### config.mk
export PLATFORM = sky130hd
export DESIGN_NAME = mem_arbiter
export DESIGN_NICKNAME = d
export VERILOG_FILES = /design/src/rtl/mem_arbiter_pkg.sv /design/src/rtl/arb_req_slot.sv /design/src/rtl/mem_arbiter.sv
export SDC_FILE = /design/constraint.sdc
export NUM_CORES = 1
export LEC_CHECK = 0
export ABC_AREA = 1
export BUFFER_PORTS_ARGS = -buffer_cell sky130_fd_sc_hd__buf_4
export CAP_MARGIN = 0
export CORE_UTILIZATION = 50
export DETAILED_ROUTE_END_ITERATION = 16
export PLACE_DENSITY = 0.78
export SYNTH_ARGS = -nofsm -noshare
export SYNTH_HDL_FRONTEND = slang
export SYNTH_SLANG_ARGS = --single-unit
export TNS_END_PERCENT = 100
### constraint.sdc
create_clock -name clk -period 17.6 [get_ports clk]
set_input_delay 0.88 -clock clk [delete_from_list [all_inputs] [get_ports clk]]
set_output_delay 0.88 -clock clk [all_outputs]
set_load 0.01 [all_outputs]
### src/rtl/mem_arbiter_pkg.sv
// Shared types and constants for the two-port RAM arbiter.
// Port 0 is the CPU core, port 1 the debug/program loader.
package mem_arbiter_pkg;

   localparam int BUS_W  = 32;
   localparam int MASK_W = BUS_W / 8;

   typedef enum logic [1:0] {
      ARB_IDLE   = 2'd0,
      ARB_ACCESS = 2'd1,
      ARB_RDATA  = 2'd2
   } arb_state_e;

   localparam logic PORT_CPU = 1'b0;
   localparam logic PORT_DBG = 1'b1;

   // Round-robin pick; only meaningful when at least one slot is pending.
   function automatic logic pick_port(input logic pend0, input logic pend1,
                                      input logic last_grant);
      return (pend0 && pend1) ? ~last_grant : pend1;
   endfunction

endpackage

### src/rtl/arb_req_slot.sv
// One-deep request slot: captures a strobe-style request when the port is idle
// and holds it, with registered busy flags, until the arbiter clears it.
module arb_req_slot
   import mem_arbiter_pkg::*;
#(
   parameter int AW = 10
) (
   input  logic              clk,
   input  logic              rst,
   input  logic [BUS_W-1:0]  addr_i,
   input  logic [BUS_W-1:0]  wdata_i,
   input  logic [MASK_W-1:0] wmask_i,
   input  logic              rstrb_i,
   input  logic              clear_i,
   output logic              pending_o,
   output logic              is_read_o,
   output logic              oor_o,
   output logic [AW-1:0]     addr_o,
   output logic [BUS_W-1:0]  wdata_o,
   output logic [MASK_W-1:0] wmask_o,
   output logic              rbusy_o,
   output logic              wbusy_o
);

   logic              rbusy_q;
   logic              wbusy_q;
   logic              oor_q;
   logic [AW-1:0]     addr_q;
   logic [BUS_W-1:0]  wdata_q;
   logic [MASK_W-1:0] wmask_q;
   logic              busy;
   logic              accept;
   logic              unused_lsb;

   assign unused_lsb = ^addr_i[1:0];
   assign busy       = rbusy_q | wbusy_q;
   assign accept     = (rstrb_i | (|wmask_i)) & ~busy;

   // NOTE: sequential state uses non-blocking assignments so every register
   // samples pre-edge values regardless of process ordering.
   always_ff @(posedge clk or posedge rst) begin
      if (rst) begin
         rbusy_q <= 1'b0;
         wbusy_q <= 1'b0;
         oor_q   <= 1'b0;
         addr_q  <= '0;
         wdata_q <= '0;
         wmask_q <= '0;
      end else if (clear_i) begin
         rbusy_q <= 1'b0;
         wbusy_q <= 1'b0;
      end else if (accept) begin
         // A nonzero mask wins over a simultaneous read strobe.
         rbusy_q <= (wmask_i == '0);
         wbusy_q <= (wmask_i != '0);
         oor_q   <= ((addr_i >> (AW + 2)) != '0);
         addr_q  <= addr_i[AW+1:2];
         wdata_q <= wdata_i;
         wmask_q <= wmask_i;
      end
   end

   assign pending_o = busy;
   assign is_read_o = rbusy_q;
   assign oor_o     = oor_q;
   assign addr_o    = addr_q;
   assign wdata_o   = wdata_q;
   assign wmask_o   = wmask_q;
   assign rbusy_o   = rbusy_q;
   assign wbusy_o   = wbusy_q;

endmodule

### src/rtl/mem_arbiter.sv
// Round-robin arbiter sharing one 1-cycle-latency single-port word RAM between
// the CPU core (port 0) and the debug loader (port 1).
module mem_arbiter
   import mem_arbiter_pkg::*;
#(
   parameter int DEPTH_WORDS = 1024,
   parameter int AW          = $clog2(DEPTH_WORDS)
) (
   input  logic              clk,
   input  logic              rst,
   input  logic [BUS_W-1:0]  p0_addr,
   input  logic [BUS_W-1:0]  p0_wdata,
   input  logic [MASK_W-1:0] p0_wmask,
   input  logic              p0_rstrb,
   output logic [BUS_W-1:0]  p0_rdata,
   output logic              p0_rvalid,
   output logic              p0_rbusy,
   output logic              p0_wbusy,
   input  logic [BUS_W-1:0]  p1_addr,
   input  logic [BUS_W-1:0]  p1_wdata,
   input  logic [MASK_W-1:0] p1_wmask,
   input  logic              p1_rstrb,
   output logic [BUS_W-1:0]  p1_rdata,
   output logic              p1_rvalid,
   output logic              p1_rbusy,
   output logic              p1_wbusy,
   output logic              ram_en,
   output logic [MASK_W-1:0] ram_we,
   output logic [AW-1:0]     ram_addr,
   output logic [BUS_W-1:0]  ram_wdata,
   input  logic [BUS_W-1:0]  ram_rdata
);

   logic [1:0]        pend;
   logic [1:0]        is_rd;
   logic [1:0]        oor;
   logic [1:0]        clear;
   logic [AW-1:0]     s_addr  [2];
   logic [BUS_W-1:0]  s_wdata [2];
   logic [MASK_W-1:0] s_wmask [2];
   logic              grant_pick;

   arb_req_slot #(.AW(AW)) u_slot_cpu (
      .clk       (clk),
      .rst       (rst),
      .addr_i    (p0_addr),
      .wdata_i   (p0_wdata),
      .wmask_i   (p0_wmask),
      .rstrb_i   (p0_rstrb),
      .clear_i   (clear[PORT_CPU]),
      .pending_o (pend[PORT_CPU]),
      .is_read_o (is_rd[PORT_CPU]),
      .oor_o     (oor[PORT_CPU]),
      .addr_o    (s_addr[PORT_CPU]),
      .wdata_o   (s_wdata[PORT_CPU]),
      .wmask_o   (s_wmask[PORT_CPU]),
      .rbusy_o   (p0_rbusy),
      .wbusy_o   (p0_wbusy)
   );

   arb_req_slot #(.AW(AW)) u_slot_dbg (
      .clk       (clk),
      .rst       (rst),
      .addr_i    (p1_addr),
      .wdata_i   (p1_wdata),
      .wmask_i   (p1_wmask),
      .rstrb_i   (p1_rstrb),
      .clear_i   (clear[PORT_DBG]),
      .pending_o (pend[PORT_DBG]),
      .is_read_o (is_rd[PORT_DBG]),
      .oor_o     (oor[PORT_DBG]),
      .addr_o    (s_addr[PORT_DBG]),
      .wdata_o   (s_wdata[PORT_DBG]),
      .wmask_o   (s_wmask[PORT_DBG]),
      .rbusy_o   (p1_rbusy),
      .wbusy_o   (p1_wbusy)
   );

   arb_state_e        state_q,      state_d;
   logic              last_grant_q, last_grant_d;
   logic              ram_en_q,     ram_en_d;
   logic [MASK_W-1:0] ram_we_q,     ram_we_d;
   logic [AW-1:0]     ram_addr_q,   ram_addr_d;
   logic [BUS_W-1:0]  ram_wdata_q,  ram_wdata_d;
   logic [BUS_W-1:0]  rdata_q [2];
   logic [BUS_W-1:0]  rdata_d [2];
   logic [1:0]        rvalid_q,     rvalid_d;

   assign grant_pick = pick_port(pend[PORT_CPU], pend[PORT_DBG], last_grant_q);

   // last_grant_q doubles as the port owning the ACCESS/RDATA transaction.
   // NOTE: every always_comb output gets a default first, so no path through
   // the case leaves one unassigned and no latch is inferred.
   always_comb begin
      state_d      = state_q;
      last_grant_d = last_grant_q;
      ram_en_d     = 1'b0;
      ram_we_d     = '0;
      ram_addr_d   = ram_addr_q;
      ram_wdata_d  = ram_wdata_q;
      rdata_d      = rdata_q;
      rvalid_d     = '0;
      clear        = '0;

      case (state_q)
         ARB_IDLE: begin
            if (|pend) begin
               last_grant_d = grant_pick;
               ram_en_d     = 1'b1;
               ram_addr_d   = s_addr[grant_pick];
               ram_wdata_d  = s_wdata[grant_pick];
               ram_we_d     = (is_rd[grant_pick] || oor[grant_pick]) ? '0 : s_wmask[grant_pick];
               state_d      = ARB_ACCESS;
            end
         end
         ARB_ACCESS: begin
            if (is_rd[last_grant_q]) begin
               state_d = ARB_RDATA;
            end else begin
               clear[last_grant_q] = 1'b1;
               state_d             = ARB_IDLE;
            end
         end
         ARB_RDATA: begin
            clear[last_grant_q]    = 1'b1;
            rvalid_d[last_grant_q] = 1'b1;
            rdata_d[last_grant_q]  = oor[last_grant_q] ? '0 : ram_rdata;
            state_d                = ARB_IDLE;
         end
         default: state_d = ARB_IDLE;
      endcase
   end

   always_ff @(posedge clk or posedge rst) begin
      if (rst) begin
         state_q      <= ARB_IDLE;
         last_grant_q <= PORT_DBG;
         ram_en_q     <= 1'b0;
         ram_we_q     <= '0;
         ram_addr_q   <= '0;
         ram_wdata_q  <= '0;
         rdata_q[0]   <= '0;
         rdata_q[1]   <= '0;
         rvalid_q     <= '0;
      end else begin
         state_q      <= state_d;
         last_grant_q <= last_grant_d;
         ram_en_q     <= ram_en_d;
         ram_we_q     <= ram_we_d;
         ram_addr_q   <= ram_addr_d;
         ram_wdata_q  <= ram_wdata_d;
         rdata_q      <= rdata_d;
         rvalid_q     <= rvalid_d;
      end
   end

   assign ram_en    = ram_en_q;
   assign ram_we    = ram_we_q;
   assign ram_addr  = ram_addr_q;
   assign ram_wdata = ram_wdata_q;
   assign p0_rdata  = rdata_q[PORT_CPU];
   assign p1_rdata  = rdata_q[PORT_DBG];
   assign p0_rvalid = rvalid_q[PORT_CPU];
   assign p1_rvalid = rvalid_q[PORT_DBG];

endmodule

; ---- Yosys cells after proc, flatten, opt, wreduce, memory -nomap -nowiden
; Cells that the tools add are included.
[word_totals]
ff_bits = 214
input_bits = 172
output_inout_bits = 117
elab_cells = 105
[classes]
order_cmp = 6
n_eq_ne = 3
mux = 43
bitwise_logic = 13
n_reduce_logical = 19
[ops]
columns = operator, count
row1 = 32-bit two-way mux, 5
row2 = 64-bit bitwise mux, 1
row3 = 32-bit nonzero test, 2
row4 = 32-bit demux with 1-bit select, 1
row5 = 10-bit two-way mux, 3
row6 = 4-bit two-way mux, 6
row7 = 1-bit two-way mux, 20
row8 = 4-bit zero test, 2
row9 = 2-bit two-way mux, 4
row10 = 2-bit case mux with 2 select lines, 2
row11 = 4-bit nonzero test, 2
row12 = 4-bit OR reduction, 2
row13 = 2-bit AND reduction, 3
row14 = 1-bit NOT, 5
row15 = 2-bit greater-or-equal comparator (second input constant), 2
row16 = 1-bit by 2-bit < comparator with 1-bit output (second input constant), 2
row17 = 1-bit NOT with 2-bit output, 2
row18 = 1-bit bitwise OR, 4
row19 = 2-bit nonzero test, 2
row20 = 1-bit logical AND, 3
row21 = 1-bit bitwise AND, 2
row22 = 2-bit by 1-bit equality test with 1-bit output (second input constant), 1
row23 = 2-bit equality test (second input constant), 1
row24 = 2-bit zero test, 1
row25 = 6 further kinds, 6

; ---- Logic depth before layout (Yosys ltp)
; Gate-level depths: netlist (run 1).
[logic_depth]
ltp_word = 10
ltp_mapped = 11
mapped_depth_nobuf = 9

; ---- Cells and area by module
; Synthesis (run 1) repeated with hierarchy kept, for this count alone.
[hier_totals]
cells_unflattened = 1190
hier_area_um2 = 9355.2
[by_module_without_submodules]
columns = mod, instances, cells_per_inst, area_each_um2, seq_area_each_um2
row1 = mem_arbiter, 1, 724, 5378.9, 2904.0
row2 = arb_req_slot, 2, 233, 1988.2, 1226.2

; ---- Least setup slack after synthesis (run 1)
; OpenSTA, ideal clock, no wires.
[synth_timing]
path_kind = input to register
start = in p0_wmask[1]
end = reg u_slot_cpu.addr_q[9], in the netlist u_slot_cpu.addr_o[9]
setup_time_ns = 0.116
t_arrival_ns = 1.635
t_required_ns = 17.484
path_slack_ns = 15.849
cell_stages = 8
n_path_buf = 2
cell_sequence = nor2_1 > nand3_1 > nand2_1 > inv_2 > buf_4 > buf_2 > nand3_1 > nand2_1
[synth_via]
elab_chain_cells = 4
[synth_lines]
columns = item, line
row1 = "start, declared", mem_arbiter.sv:13  ; input logic [MASK_W-1:0] p0_wmask,
row2 = 4-bit OR reduction, arb_req_slot.sv:37  ; assign accept = (rstrb_i | (|wmask_i)) & ~busy;
row3 = 1-bit bitwise OR, arb_req_slot.sv:37
row4 = 1-bit bitwise AND, arb_req_slot.sv:37
row5 = 2-bit AND reduction (no source line), -
row6 = "end signal, assigned", arb_req_slot.sv:57  ; addr_q <= addr_i[AW+1:2];
row7 = "end, declared", arb_req_slot.sv:28  ; logic [AW-1:0] addr_q;
; No other way between the ends.
; A chain may end at the register's enable or synchronous reset.

; ---- Worst setup path in the final report (run 1)
[layout_timing]
start = reg last_grant_q
end = reg u_slot_cpu.wdata_q[26], in the netlist u_slot_cpu.wdata_o[26]
[layout_via]
elab_chain_cells = 8
elab_cells_between_ends = 11
classes_between = order compare (2) / mux (6) / bitwise (1) / reduce/logical (2)
[layout_lines]
columns = item, line
row1 = "start, declared", mem_arbiter.sv:80  ; logic last_grant_q, last_grant_d;
row2 = "start signal, assigned", mem_arbiter.sv:147  ; last_grant_q <= last_grant_d;
row3 = 1-bit by 2-bit < comparator with 1-bit output (not written as such) / 1-bit greater-or-equal comparator (equally long branches), "mem_arbiter.sv:120, mem_arbiter.sv:125"
row4 = 1-bit logical AND (not written as such), "mem_arbiter.sv:120, mem_arbiter.sv:125"
row5 = 1-bit two-way mux (not written as such), "mem_arbiter.sv:120, mem_arbiter.sv:125"
row6 = 1-bit demux with 1-bit select, "mem_arbiter.sv:120, mem_arbiter.sv:125"
row7 = 2-bit two-way mux, mem_arbiter.sv:117  ; if (is_rd[last_grant_q]) begin
row8 = 2-bit case mux with 2 select lines (*), mem_arbiter.sv:105  ; case (state_q)
row9 = 1-bit NOT (no source line) (*), -
row10 = 2-bit AND reduction (no source line) (*), -
row11 = "end signal, assigned", arb_req_slot.sv:58  ; wdata_q <= wdata_i;
row12 = "end, declared", arb_req_slot.sv:29  ; logic [BUS_W-1:0] wdata_q;
; Mark *: on every way between the ends. The rest lies on a longest branch, timed or not. The select of a mux whose other input is x is not followed.

==> impl_metrics.tcl, run 1 <==
set metrics [dict create \
    status "completed" \
    drive_gt1_frac 0.255 \
    cts_tree "built" \
    synthCells 1100 \
    post_cts_resized 0 \
    die_height_um 137 \
    synthTopCellsByArea "dfrtp_1, nand2_1, o21ai_1" \
    grt_pass1_vias 7584 \
    antenna_found_initial 0 \
    ant_nets 0 \
    grt_setup_unrepaired "false" \
    cts_buffers 23 \
    track_usage 0.259 \
    ys_seq_elements 214 \
    grt_max_degree 95 \
    initial_core_util 0.510 \
    synth_cell_types 26 \
    r2r_start "last_grant_q" \
    criticalPathCategory "flip-flop to flip-flop" \
    diodes 0 \
    dp.cells 1560 \
    cts_hold_buf 0 \
    io_pins 289 \
    hp-class "input port to asynchronous set/reset pin" \
    via_per_inst 4.98 \
    rows 49 \
    reg2reg_slack_ps 14720 \
    slew_headroom 0.274 \
    p_per_area_nw_per_um2 198 \
    grt_use_met3 0.0600 \
    core_area_um2 18000 \
    setup-violations-final 0 \
    skew_ps 15.6 \
    tns_ps 0 \
    wl_per_cell_um 15.3 \
    slew_violations 0 \
    fmax_ghz 0.347 \
    drtIter0Drc 454 \
    clock_path_buffers 3 \
    use_met2 0.434 \
    final_common_cell "nand2_1" \
    grt_overflow_total 0 \
    ys_seq_area_frac 0.585 \
    root_buffer "clkbuf_16" \
    htree_levels 1 \
    worstPathRequired_ps 17970 \
    start_kind "flip-flop" \
    clk_latency_ps 500 \
    r2r_end "u_slot_cpu.wdata_o[26]" \
    period_minus_slack_ps 2880 \
    crit_path_cell_trace "inv_2, nand2_2, nand2_1, nand2_2, nand2_2, nand2_1, nand2_1" \
    worstRegToRegCells 7 \
    syn-cell-area_um2 9150 \
    worst_pin_slew_ps 1090 \
    grt_busiest_layer "met2" \
    cpPeakStageDelay_ps 790 \
    peakVddDrop_mv 0.105 \
    die_w_um 137 \
    yosysWarnings 0 \
    power_leakage_nw 6.52 \
    dr.pass1.iters 5 \
    worstSetupEndpointType "flip-flop" \
    utilization 0.669 \
    place.gp.congestion 0.811 \
    dr_total_vias 7957 \
    cts.sinks 214 \
    grt_pass1_wl_mm 38.1 \
    final_cells 1599 \
    synthesis.nets 1275 \
    syn_to_final_growth_pct 31.3 \
    dieArea_um2 18900 \
    postCtsSetupBuffers 0 \
    synth.avg_cell_area_um2 8.32 \
    drv_cap 0 \
    final_nets 1531 \
    port_buffers 284 \
    cp_slowest_cell "nand2_2" \
    mostFrequentLayoutCells "nand2_1, buf_4, dfrtp_1, nor2_1, o21ai_1" \
    cp.arrival_ps 3250 \
    drt-total-wl_mm 24.4 \
    fin_crit_sh 0.164 \
    dpl.hpwl_mm 15.9 \
    cts.clk_slew.worst_paths_ps 60 \
    use_met1 0.323 \
    synthDominantCellAreaShare 0.582 \
    post-route-drc-count 0 \
    path_max_fanout 67 \
    hold_violations 0 \
    yosysTopAreaCell "dfrtp_1" \
]
registers in the layout (all words and copies together), names as in the netlist:
register and count:
last_grant_q 1, p0_rdata 32, p1_rdata 32, ram_addr 10, ram_en 1, ram_wdata 32
ram_we 4, rvalid_q 2, state_q 2, u_slot_cpu.addr_o 10, u_slot_cpu.is_read_o 1, u_slot_cpu.oor_o 1
u_slot_cpu.wbusy_o 1, u_slot_cpu.wdata_o 32, u_slot_cpu.wmask_o 4, u_slot_dbg.addr_o 10, u_slot_dbg.is_read_o 1, u_slot_dbg.oor_o 1
u_slot_dbg.wbusy_o 1, u_slot_dbg.wdata_o 32, u_slot_dbg.wmask_o 4
stage by stage:
| step | instance area (um^2) | worst slack (ps) | total power [mW] | hold slack (ps) |
|---|---|---|---|---|
| 2_1_floorplan | 9150 | 10870 | 1.52 | 442 |
| 5_1_grt | 12000 | 14430 | 2.57 | 485 |
| 4_1_cts | 12000 | 14670 | 2.40 | 472 |
| 3_5_place_dp | 11300 | 14320 | 1.90 | 458 |
| 6_report | 12000 | 14720 | 2.38 | 468 |
| 3_3_place_gp | 11300 | 14420 | 1.86 | 453 |
worst max-delay path: cells and delay by family, from the launching register on:
kind | cells | cell delay, ps
and+or+nand+nor | 6 | 2000
DFF | 1 | 660
buffers and inverters | 1 | 60
power breakdown:
group          internal [mW]  switching, mW  total (mW)
Combinational          0.398          0.615        1.01
Sequential             0.739          0.136       0.875
Clock                  0.304          0.190       0.494
Total                   1.44          0.941        2.38
worst max path at each step:
| stage | depth (start not counted) | startpoint | endpoint |
|---|---|---|---|
| floorplan | 1 | rst | p0_rdata[0] |
| global placement | 8 | p0_wmask[1] | u_slot_cpu.wdata_o[22] |
| detailed placement | 8 | p0_wmask[1] | u_slot_cpu.wdata_o[26] |
| CTS | 7 | last_grant_q | u_slot_cpu.wdata_o[26] |
| global route | 7 | last_grant_q | u_slot_cpu.wdata_o[26] |
| finish | 7 | last_grant_q | u_slot_cpu.wdata_o[26] |
synth_stat cells:
cell type  instances
clkbuf_1           7
o21ai_0           49
or2_2              1
o21ai_2            2
inv_4              1
buf_4             12
nor2_1            76
dfstp_2            1
buf_6             10
inv_1             60
inv_2              5
ha_1               3
and2_0             2
nand2_2            6
nand3b_1           1
nor2_2             2
nor2_4             2
nand3_2            1
nand3_1           56
nand4_1            1
nand2_4            1
nand2_1          493
a21oi_1            2
buf_2             31
o21ai_1           62
dfrtp_1          213
area by class of cell:
class                      instances  area (um^2)
inverter                          66          258
fill                            1494         5940
multi-input combinational        760         3170
sequential                       214         5360
clock buffer                      33          663
clock inverter                     6          105
timing repair buffer             291         2180
tap                              229          287
cells by family (layout without fill, tap and decap cells):
kind of cell | after synthesis | in the layout | synth area share
simple gates | 642 | 642 | 0.278
flops | 214 | 214 | 0.585
buf+inv | 126 | 396 | 0.0693
compound gates | 115 | 115 | 0.0637
fa+ha+maj | 3 | 3 | 0.00410
per-layer routing:
layer  part of all wire  vias up
met5                  0        -
met1               0.41     3703
met3              0.079       56
met2               0.48      289
li1                   -     3909
met4              0.035        0
No activity file was read; power rests on OpenSTA's default activity.
==> run 2, diff against run 1 <==
==> constraint.sdc (replaced) <==
create_clock -name clk -period 2.9 [get_ports clk]
set_input_delay 0.145 -clock clk [delete_from_list [all_inputs] [get_ports clk]]
set_output_delay 0.145 -clock clk [all_outputs]
set_load 0.01 [all_outputs]
==> run 2 against run 1 <==
Effect of this change:
- hold slack worse by 430 ps
- wire length rose by 11%
- critical path type unchanged
- final cell count rose by 8.1%
- worst setup slack got worse by 14000 ps
- die area unchanged
- largest power group unchanged
- global-route usage is 2.9 points higher
- combinational power rose to 6.4 times the previous value
- clock power grew to 6.0 times the previous value
- clock-buffer cell count shrank 3
- sequential share of layout area shrank 4.4 points
- clock skew decreased by 7.9 ps
==> impl_metrics.tcl, run 2 (same netlist as run 1, synthesis figures left out) <==
set metrics [dict create \
    wl_per_cell_um 15.6 \
    status "completed" \
    grt_pass1_wl_mm 42.3 \
    die_height_um 137 \
    final_nets 1662 \
    final_common_cell "nand2_1" \
    p_per_area_nw_per_um2 1110 \
    final.setup.worst_slack_ps 759 \
    worstHoldPathCells 7 \
    cts.clk_slew.worst_paths_ps 60 \
    criticalPathCategory "flip-flop to flip-flop" \
    r2r_start "last_grant_q" \
    fin_crit_sh 0.738 \
    tns_ps 0 \
    core_area_um2 18000 \
    clock_path_buffers 3 \
    final_cells 1729 \
    post-place-ws_ps 888 \
    start_kind "flip-flop" \
    final_area_um2 13300 \
    cts_buffers 23 \
    port_buffers 284 \
    dr.pass1.iters 5 \
    post_cts_resized 0 \
    dp.cells 1566 \
    cts_hold_buf 125 \
    crit_path_cell_trace "o21ai_2, nand2_4, nand2_1, nand2_1, o21ai_1" \
    period_minus_slack_ps 2140 \
    track_usage 0.288 \
    dpl.hpwl_mm 16.0 \
    slew_headroom 0.344 \
    nFillCells 1260 \
    htree_levels 1 \
    worstPathRequired_ps 3280 \
    ant_nets 0 \
    fmax_ghz 0.467 \
    grt_overflow_total 0 \
    drt-total-wl_mm 27.0 \
    grt_max_degree 91 \
    grt_pass1_vias 8675 \
    worst_pin_slew_ps 980 \
    r2r_end "ram_wdata[16]" \
    io_pins 289 \
    peakVddDrop_mv 0.718 \
    worstSetupEndpointType "flip-flop" \
    syn_to_final_growth_pct 45.5 \
    path_common_cell "nand2_1" \
    cts_tree "built" \
    place.gp.congestion 0.800 \
    placed_cell_area_um2 11300 \
    clk_latency_ps 500 \
    mostFrequentLayoutCells "nand2_1, buf_4, dfrtp_1, dlygate4sd3_1, nor2_1" \
    path_max_fanout 90 \
    reg2reg_slack_ps 760 \
    hold_violations 0 \
    slew_violations 0 \
    drv_cap 0 \
    hp-class "input port to flip-flop" \
    min_to "u_slot_dbg.oor_o" \
    power_leakage_nw 7.06 \
    drive_gt1_frac 0.236 \
    via_per_inst 5.01 \
    cp.arrival_ps 2530 \
    die_w_um 137 \
    cts.sinks 214 \
    worstRegToRegCells 5 \
    dieArea_um2 18900 \
    postCtsSetupBuffers 0 \
    cpPeakStageDelay_ps 680 \
    dr_total_vias 8657 \
    hp-start "p1_addr[24]" \
    rows 49 \
    skew_ps 7.66 \
    setup-violations-final 0 \
    grt_setup_unrepaired "false" \
    drtIter0Drc 452 \
    antenna_found_initial 0 \
    initial_core_util 0.510 \
    post-route-drc-count 0 \
    cp_slowest_cell "nand2_4" \
    root_buffer "clkbuf_16" \
]
## run 2: worst max path at each step
stage	start	to	slack (ps)	cells after the start
floorplan	rst	p0_rdata[0]	-30	1
global placement	last_grant_q	ram_we[2]	910	5
detailed placement	last_grant_q	ram_we[1]	890	5
CTS	last_grant_q	ram_we[1]	870	5
global route	last_grant_q	ram_wdata[16]	620	5
finish	last_grant_q	ram_wdata[16]	760	5
## run 2: layout make-up
class / count / area [um^2] / share of cell area
Sequential cell: 214 / 5360 / 0.402
Timing Repair Buffer: 422 / 3510 / 0.263
Multi-Input combinational cell: 760 / 3170 / 0.238
Clock buffer: 30 / 632 / 0.0474
Tap cell: 229 / 287 / 0.0215
Inverter: 66 / 254 / 0.0191
Clock inverter: 7 / 113 / 0.00845
Antenna cell: 1 / 2.50 / 0.000188
## run 2: routing by layer
layer / global-route usage / share of wire / vias up
li1: - / - / 4172
met1: 0.352 / 0.39 / 4055
met2: 0.502 / 0.50 / 343
met3: 0.0519 / 0.072 / 87
met4: 0.120 / 0.037 / 0
met5: 0 / 0 / -
## run 2: through the flow
step / utilization / hold slack (ps) / power [mW]
after floorplan: - / 255 / 9.23
after global placement: 0.630 / 322 / 11.3
after detailed placement: 0.630 / 330 / 11.5
after CTS: 0.742 / 29.0 / 14.7
after global routing: 0.742 / 41.9 / 15.8
final: 0.742 / 41.7 / 14.7
## run 2: critical path: cells and delay by family (launching register included)
family / cells / cell delay [ps]
and+or+nand+nor: 3 / 1060
DFF: 1 / 660
AOI/OAI and AO/OA: 2 / 240
## run 2: power breakdown
group          internal [mW]  switching [mW]
registers               4.49           0.862
logic                   2.55            3.87
clock network           1.79            1.17
total                   8.83            5.89
